--- src/rtl/processor.sv ---
// processor: single-cycle RV32I-subset core.
// One instruction per clock: fetch from a combinational instruction memory,
// decode, execute, and commit PC / register file / data-memory write on the
// same rising edge of i_clk. i_reset is asynchronous and active low.
//
// Optional build macro:
//   PROC_MUL_EN - when defined, R-type funct7=0000001/funct3=000 executes as
//                 mul (low 32 bits of rs1*rs2). When undefined, that encoding
//                 is unsupported and retires as a NOP.
//
// Memory interface semantics: there is no stall/handshake. o_write_enable is
// a single-cycle strobe, valid for the whole cycle in which a store executes,
// and the data memory commits o_data_to_mem at o_address_to_mem on the
// rising edge that ends that cycle. i_data_from_mem must be a combinational
// function of o_address_to_mem within the same cycle.

module processor #(
   parameter logic [31:0] RESET_PC = 32'h0000_0000
) (
   input  logic        i_clk,
   input  logic        i_reset,
   output logic [31:0] o_pc,
   input  logic [31:0] i_instruction,
   output logic        o_write_enable,
   output logic [31:0] o_address_to_mem,
   output logic [31:0] o_data_to_mem,
   input  logic [31:0] i_data_from_mem
);

   // Major opcodes of the supported subset
   localparam logic [6:0] OP_R      = 7'b0110011;
   localparam logic [6:0] OP_IMM    = 7'b0010011;
   localparam logic [6:0] OP_LOAD   = 7'b0000011;
   localparam logic [6:0] OP_STORE  = 7'b0100011;
   localparam logic [6:0] OP_BRANCH = 7'b1100011;
   localparam logic [6:0] OP_LUI    = 7'b0110111;
   localparam logic [6:0] OP_AUIPC  = 7'b0010111;
   localparam logic [6:0] OP_JAL    = 7'b1101111;
   localparam logic [6:0] OP_JALR   = 7'b1100111;

   localparam logic [6:0] F7_BASE   = 7'b0000000;
   localparam logic [6:0] F7_ALT    = 7'b0100000;
   localparam logic [6:0] F7_MULDIV = 7'b0000001;

   typedef enum logic [3:0] {
      ALU_ADD,
      ALU_SUB,
      ALU_AND,
      ALU_OR,
      ALU_XOR,
      ALU_SLT,
      ALU_SLTU,
      ALU_SLL,
      ALU_SRL,
      ALU_SRA,
      ALU_MUL,
      ALU_PASS_B
   } alu_op_t;

   typedef enum logic [1:0] {
      WB_ALU,
      WB_MEM,
      WB_PC4
   } wb_sel_t;

   // Architectural state
   logic [31:0] pc;
   logic [31:0] regs [32];

   // Instruction fields
   logic [6:0]  opcode;
   logic [4:0]  rd;
   logic [2:0]  funct3;
   logic [4:0]  rs1;
   logic [4:0]  rs2;
   logic [6:0]  funct7;

   // Sign-extended immediates for every format
   logic [31:0] imm_i;
   logic [31:0] imm_s;
   logic [31:0] imm_b;
   logic [31:0] imm_u;
   logic [31:0] imm_j;

   // Decoded control
   alu_op_t     alu_op;
   wb_sel_t     wb_sel;
   logic [31:0] op_imm;
   logic        src_a_pc;
   logic        src_b_imm;
   logic        reg_write;
   logic        mem_write;
   logic        is_branch;
   logic        is_jal;
   logic        is_jalr;

   // Datapath
   logic [31:0] rs1_val;
   logic [31:0] rs2_val;
   logic [31:0] alu_a;
   logic [31:0] alu_b;
   logic [31:0] alu_result;
   logic [4:0]  shamt;
   logic        branch_taken;
   logic [31:0] pc_plus4;
   logic [31:0] next_pc;
   logic [31:0] wb_data;

   assign opcode = i_instruction[6:0];
   assign rd     = i_instruction[11:7];
   assign funct3 = i_instruction[14:12];
   assign rs1    = i_instruction[19:15];
   assign rs2    = i_instruction[24:20];
   assign funct7 = i_instruction[31:25];

   assign imm_i = {{20{i_instruction[31]}}, i_instruction[31:20]};
   assign imm_s = {{20{i_instruction[31]}}, i_instruction[31:25], i_instruction[11:7]};
   assign imm_b = {{19{i_instruction[31]}}, i_instruction[31], i_instruction[7],
                   i_instruction[30:25], i_instruction[11:8], 1'b0};
   assign imm_u = {i_instruction[31:12], 12'b0};
   assign imm_j = {{11{i_instruction[31]}}, i_instruction[31], i_instruction[19:12],
                   i_instruction[20], i_instruction[30:21], 1'b0};

   // Register reads: x0 is hard-wired to zero. Reads see the pre-edge value,
   // which is exactly what a single-cycle core needs.
   assign rs1_val = (rs1 == 5'd0) ? 32'd0 : regs[rs1];
   assign rs2_val = (rs2 == 5'd0) ? 32'd0 : regs[rs2];

   // Decode: anything not explicitly recognised leaves every write disabled
   // and the PC on its default +4 path, so illegal words retire as NOPs.
   always_comb begin
      alu_op    = ALU_ADD;
      wb_sel    = WB_ALU;
      op_imm    = imm_i;
      src_a_pc  = 1'b0;
      src_b_imm = 1'b0;
      reg_write = 1'b0;
      mem_write = 1'b0;
      is_branch = 1'b0;
      is_jal    = 1'b0;
      is_jalr   = 1'b0;

      case (opcode)
         OP_R: begin
            case ({funct7, funct3})
               {F7_BASE, 3'b000}: begin alu_op = ALU_ADD;  reg_write = 1'b1; end
               {F7_ALT,  3'b000}: begin alu_op = ALU_SUB;  reg_write = 1'b1; end
               {F7_BASE, 3'b001}: begin alu_op = ALU_SLL;  reg_write = 1'b1; end
               {F7_BASE, 3'b010}: begin alu_op = ALU_SLT;  reg_write = 1'b1; end
               {F7_BASE, 3'b011}: begin alu_op = ALU_SLTU; reg_write = 1'b1; end
               {F7_BASE, 3'b100}: begin alu_op = ALU_XOR;  reg_write = 1'b1; end
               {F7_BASE, 3'b101}: begin alu_op = ALU_SRL;  reg_write = 1'b1; end
               {F7_ALT,  3'b101}: begin alu_op = ALU_SRA;  reg_write = 1'b1; end
               {F7_BASE, 3'b110}: begin alu_op = ALU_OR;   reg_write = 1'b1; end
               {F7_BASE, 3'b111}: begin alu_op = ALU_AND;  reg_write = 1'b1; end
`ifdef PROC_MUL_EN
               {F7_MULDIV, 3'b000}: begin alu_op = ALU_MUL; reg_write = 1'b1; end
`endif
               default: ;
            endcase
         end

         OP_IMM: begin
            src_b_imm = 1'b1;
            op_imm    = imm_i;
            case (funct3)
               3'b000: begin alu_op = ALU_ADD;  reg_write = 1'b1; end
               3'b010: begin alu_op = ALU_SLT;  reg_write = 1'b1; end
               3'b011: begin alu_op = ALU_SLTU; reg_write = 1'b1; end
               3'b100: begin alu_op = ALU_XOR;  reg_write = 1'b1; end
               3'b110: begin alu_op = ALU_OR;   reg_write = 1'b1; end
               3'b111: begin alu_op = ALU_AND;  reg_write = 1'b1; end
               3'b001: begin
                  if (funct7 == F7_BASE) begin
                     alu_op    = ALU_SLL;
                     reg_write = 1'b1;
                  end
               end
               3'b101: begin
                  if (funct7 == F7_BASE) begin
                     alu_op    = ALU_SRL;
                     reg_write = 1'b1;
                  end else if (funct7 == F7_ALT) begin
                     alu_op    = ALU_SRA;
                     reg_write = 1'b1;
                  end
               end
               default: ;
            endcase
         end

         OP_LOAD: begin
            if (funct3 == 3'b010) begin
               src_b_imm = 1'b1;
               op_imm    = imm_i;
               wb_sel    = WB_MEM;
               reg_write = 1'b1;
            end
         end

         OP_STORE: begin
            if (funct3 == 3'b010) begin
               src_b_imm = 1'b1;
               op_imm    = imm_s;
               mem_write = 1'b1;
            end
         end

         OP_BRANCH: begin
            // funct3 010/011 are reserved branch encodings
            if (funct3 != 3'b010 && funct3 != 3'b011) begin
               is_branch = 1'b1;
            end
         end

         OP_LUI: begin
            alu_op    = ALU_PASS_B;
            src_b_imm = 1'b1;
            op_imm    = imm_u;
            reg_write = 1'b1;
         end

         OP_AUIPC: begin
            src_a_pc  = 1'b1;
            src_b_imm = 1'b1;
            op_imm    = imm_u;
            reg_write = 1'b1;
         end

         OP_JAL: begin
            is_jal    = 1'b1;
            wb_sel    = WB_PC4;
            reg_write = 1'b1;
         end

         OP_JALR: begin
            if (funct3 == 3'b000) begin
               is_jalr   = 1'b1;
               src_b_imm = 1'b1;
               op_imm    = imm_i;
               wb_sel    = WB_PC4;
               reg_write = 1'b1;
            end
         end

         default: ;
      endcase
   end

   assign alu_a = src_a_pc  ? pc     : rs1_val;
   assign alu_b = src_b_imm ? op_imm : rs2_val;
   assign shamt = alu_b[4:0];

   // ALU: 32-bit modulo arithmetic, shift amount from the low five bits of B
   always_comb begin
      alu_result = 32'd0;
      case (alu_op)
         ALU_ADD:    alu_result = alu_a + alu_b;
         ALU_SUB:    alu_result = alu_a - alu_b;
         ALU_AND:    alu_result = alu_a & alu_b;
         ALU_OR:     alu_result = alu_a | alu_b;
         ALU_XOR:    alu_result = alu_a ^ alu_b;
         ALU_SLT:    alu_result = {31'd0, $signed(alu_a) < $signed(alu_b)};
         ALU_SLTU:   alu_result = {31'd0, alu_a < alu_b};
         ALU_SLL:    alu_result = alu_a << shamt;
         ALU_SRL:    alu_result = alu_a >> shamt;
         ALU_SRA:    alu_result = $unsigned($signed(alu_a) >>> shamt);
`ifdef PROC_MUL_EN
         ALU_MUL:    alu_result = alu_a * alu_b;
`endif
         ALU_PASS_B: alu_result = alu_b;
         default:    alu_result = 32'd0;
      endcase
   end

   // Branch condition evaluated on the raw register operands
   always_comb begin
      branch_taken = 1'b0;
      case (funct3)
         3'b000:  branch_taken = (rs1_val == rs2_val);
         3'b001:  branch_taken = (rs1_val != rs2_val);
         3'b100:  branch_taken = ($signed(rs1_val) <  $signed(rs2_val));
         3'b101:  branch_taken = ($signed(rs1_val) >= $signed(rs2_val));
         3'b110:  branch_taken = (rs1_val <  rs2_val);
         3'b111:  branch_taken = (rs1_val >= rs2_val);
         default: branch_taken = 1'b0;
      endcase
   end

   assign pc_plus4 = pc + 32'd4;

   // Next-PC selection; all sums wrap modulo 2^32
   always_comb begin
      next_pc = pc_plus4;
      if (is_jal) begin
         next_pc = pc + imm_j;
      end else if (is_jalr) begin
         next_pc = {alu_result[31:1], 1'b0};
      end else if (is_branch && branch_taken) begin
         next_pc = pc + imm_b;
      end
   end

   // Write-back source selection
   always_comb begin
      wb_data = alu_result;
      case (wb_sel)
         WB_ALU:  wb_data = alu_result;
         WB_MEM:  wb_data = i_data_from_mem;
         WB_PC4:  wb_data = pc_plus4;
         default: wb_data = alu_result;
      endcase
   end

   // Program counter: loads RESET_PC while reset is held
   always_ff @(posedge i_clk or negedge i_reset) begin
      if (!i_reset) begin
         pc <= RESET_PC;
      end else begin
         pc <= next_pc;
      end
   end

   // Register file: cleared by reset, writes to x0 dropped
   always_ff @(posedge i_clk or negedge i_reset) begin
      if (!i_reset) begin
         for (int i = 0; i < 32; i++) begin
            regs[i] <= 32'd0;
         end
      end else if (reg_write && (rd != 5'd0)) begin
         regs[rd] <= wb_data;
      end
   end

   // The store strobe is gated by reset so an in-flight store is discarded
   assign o_write_enable   = mem_write & i_reset;
   assign o_pc             = pc;
   assign o_address_to_mem = alu_result;
   assign o_data_to_mem    = rs2_val;

endmodule

--- config.mk ---
export PLATFORM = sky130hd
export DESIGN_NAME = processor
export DESIGN_NICKNAME = d
export VERILOG_FILES = /design/src/rtl/processor.sv
export SDC_FILE = /design/constraint.sdc
export NUM_CORES = 2
export LEC_CHECK = 0
export CORE_UTILIZATION = 38
export CTS_BUF_LIST = sky130_fd_sc_hd__clkbuf_8 sky130_fd_sc_hd__clkbuf_16
export DETAILED_ROUTE_END_ITERATION = 10
export HOLD_SLACK_MARGIN = 0.05
export PLACE_DENSITY = 0.59
export SLEW_MARGIN = 20
export SYNTH_ARGS = -nofsm -noshare
export SYNTH_HDL_FRONTEND = slang
export SYNTH_SLANG_ARGS = --single-unit
--- constraint.sdc ---
create_clock -name i_clk -period 38.3 [get_ports i_clk]
set_clock_uncertainty 0.1 [all_clocks]
set_input_delay 11.49 -clock i_clk [delete_from_list [all_inputs] [get_ports i_clk]]
set_output_delay 11.49 -clock i_clk [all_outputs]
set_load 0.05 [all_outputs]
==> summary.md <==
| Metric | Value |
|---|---|
| Outcome | finished, final reports clean |
| YS warnings | 0 |
| Final design utilization | 0.426 |
| H-tree depth | 3 |
| 1st-iter DRT viols | 7,920 |
| Total CTS buffers | 114 |
| Synth Net Count | 7,318 |
| Port buffer count | 161 |
| Die footprint | 190,000 um^2 |
| IO Pins | 163 |
| Gr usage total | 0.346 |
| Register-to-Register Path Depth | 23 |
| Deepest clock path buffer count | 3 |
| Hold Path Sink | regs[1020] |
| Distinct cells, synth | 117 |
| Mean post-synth cell area | 10.1 um^2 |
| First-pass GRT wire length | 471,000 um |
| Net Sw Frac | 0.360 |
| Clock share of power | 0.356 |
| Total Wirelength | 336,000 um |
| Largest net degree at the start of global routing | 168 |
| Endpoints failing hold | 0 |
| Nets | 7,148 |
| Hold path start | regs[1020] |
| Area Overhead vs Synth | 10.9% |
| Number of synthesized flops with an enable pin | 0 |
| Startpoint types | primary input |
| Crit path kind | in -> out |
| Top cell type's share of synthesized area | 0.369 |
| WL/cell | 35.4 um |
| Period Utilization, post-route | 0.839 |
| Share of cells above drive strength 1 | 0.202 |
| Seq pwr share | 0.373 |
| HPWL Detailed | 231,000 um |
| Clock transition at the registers of the reported paths | 0.06 ns |
| Hold path depth | 0 |
| Highest clock rate | 0.0311 GHz |
| Via Count | 62,000 |
| Ys async rst share | 1.00 |
| Tot Pwr | 3310 uW |
| Root Buffer | clkbuf_16 |
| Part of the power in combinational logic | 0.271 |
| Psw | 1190 uW |
| Maxcap violations | 0 |
| Placer Congestion | 1.05 |
| Core ar. | 186,000 um^2 |
| Worst min-delay path class | reg -> reg |
| Initial Utilization | 0.384 |
| CTS tree | done |
| Crit path arrival time | 20.53 ns |
| Clock latency on the worst-skew pair | 0.79 ns |
| Synthesized netlist cell count | 7,068 |
| Vias in the first global route | 60,300 |
| CP Data Required Time | 26.71 ns |
| Register area share after synthesis | 0.369 |
| Max-slew violations | 0 |
| DRC errors left | 0 |
| # setup viols final | 0 |
| Power per cell area | 41.8 nW/um^2 |
| Worst-path maximum fanout | 74 |
| Initial antenna violation count | 9 |
| R2R Path Start | regs[96] |
| Via-to-Cell Ratio | 6.54 |
| Final setup margin | 6.18 ns |
| Relative slew slack | 0.161 |
| Cts repair resizes | 0 |
| Setup_tns | 0 ns |
| Pleak | 0.0341 uW |
| Final Critical Period | 32.12 ns |
| Max VDD drop | 0.0410 mV |
| 1st-pass router iterations | 8 |
| Clock Sinks | 1,055 |
| Post-Place Worst Slack | 6.52 ns |
| Final ANT Viol Nets | 0 |
| Most common cell after layout, fill and taps aside | dfrtp_1 |
| Worst Setup End Kind | primary output |
| Congestion Overflow GR | 0 |
| Hold slack | 0.275 ns |
| Worst slew pin tran | 1.25 ns |
| Die Y | 436 um |
| Worst R2R End | regs[224] |
| Syn Std Cell Area | 71,500 um^2 |
| Row cnt | 158 |
| Synth area leaders | dfrtp_1 37%, mux4_2 14%, mux2_2 5.6% |
| Highest-count cells in the layout ignoring fill and taps | 1,055 x dfrtp_1, 964 x nand2_1, 696 x o21ai_0, 442 x mux4_2, 357 x mux2_2 |
| Most area-hungry cell type in the Yosys netlist | dfrtp_1 |
| #FFs+latches synth | 1,055 |
| Unrepaired setup endpoints after global routing | no |
| Die width | 436 um |
| Int Pwr | 2120 uW |
| Cts hold-fix bufs | 0 |
| Synth Flop Type | dfrtp_1 |
| Flop2flop setup slack | 29.90 ns |
| Setup bufs post-CTS | 0 |
==> final cells by class <==
type	instances	area, um^2
clock inverter	65	674
antenna	3	7.51
inverter	155	586
clock buffer	145	3310
multi-input combinational	5185	41700
tap	2480	3100
fill	17700	107000
sequential	1055	26400
timing repair buffer	387	3400
==> worst max path at each step <==
stage / end / depth (start not counted) / slack, ns / from
after CTS: o_address_to_mem[0] / 21 / 6.49 / i_instruction[5]
final: o_address_to_mem[0] / 22 / 6.18 / i_instruction[6]
after global routing: o_address_to_mem[26] / 21 / 5.79 / i_instruction[5]
after floorplan: o_address_to_mem[28] / 27 / 8.17 / i_instruction[21]
after global placement: o_address_to_mem[26] / 21 / 6.49 / i_instruction[5]
after detailed placement: o_address_to_mem[0] / 21 / 6.52 / i_instruction[5]
==> worst max-delay path, cell delays in order <==
cell and delay [ns]:
clkdlybuf4s50_1 0.67, and4b_1 0.38, nand2_1 0.13, buf_4 0.39, o21ai_0 0.34, o22ai_2 0.69
o21a_2 0.24, buf_4 0.64, inv_4 0.52, ha_1 0.41, fa_1 0.44, nand2b_1 0.18
a21oi_1 0.22, or4_1 0.31, a31oi_1 0.24, nor4_1 0.92, o21ai_0 0.25, nand3_1 0.21
a311oi_1 0.11, o21ai_0 0.60, nand4_1 0.31, clkdlybuf4s50_1 0.79
==> per-stage QoR <==
| step | std cells | cell area, um^2 |
|---|---|---|
| 2_1_floorplan | 7068 | 71500 |
| 3_3_place_gp | 9259 | 75100 |
| 3_5_place_dp | 9260 | 75200 |
| 4_1_cts | 9470 | 79200 |
| 5_1_grt | 9472 | 79200 |
| 6_report | 9475 | 79200 |
==> cell families (layout without fill, tap and decap cells) <==
family / after synthesis / in the layout / share of synthesized area
AO/OA/AOI/OAI: 1977 / 1977 / 0.178
adder cells (fa/ha/maj): 184 / 184 / 0.0326
AND/OR/NAND/NOR: 1767 / 1767 / 0.107
other: 1 / 4 / 0.0000525
flip-flops: 1055 / 1055 / 0.369
XOR/XNOR: 107 / 107 / 0.0131
multiplexers: 1149 / 1149 / 0.245
buffers and inverters: 828 / 752 / 0.0546
==> power by group through the flow <==
stage | Clock [uW] | Combinational, uW | Sequential [uW]
global placement | 0 | 869 | 1250
detailed placement | 0 | 871 | 1250
floorplan | 0 | 511 | 1250
global route | 1230 | 938 | 1240
finish | 1180 | 898 | 1240
CTS | 1190 | 874 | 1230
==> per-layer routing <==
metal / GRT usage / part of all wire
met1: 0.432 / 0.38
met2: 0.537 / 0.45
met3: 0.0661 / 0.084
met4: 0.250 / 0.086
met5: 0 / 0.00026
==> sequential cells by signal (all words and copies together), names as in the netlist <==
signal / count
o_pc: 31
regs: 1024
==> synth_stat cells (113+ instances only) <==
| cell | number |
|---|---|
| nor2_1 | 331 |
| buf_2 | 129 |
| clkbuf_1 | 414 |
| ha_1 | 180 |
| a21oi_1 | 232 |
| mux2i_1 | 349 |
| nand2_1 | 983 |
| nand3_1 | 113 |
| o21ai_0 | 702 |
| dfrtp_1 | 1055 |
| o21ai_1 | 161 |
| inv_1 | 146 |
| mux4_2 | 442 |
| mux2_2 | 357 |
(Power assumes the default switching activity.)
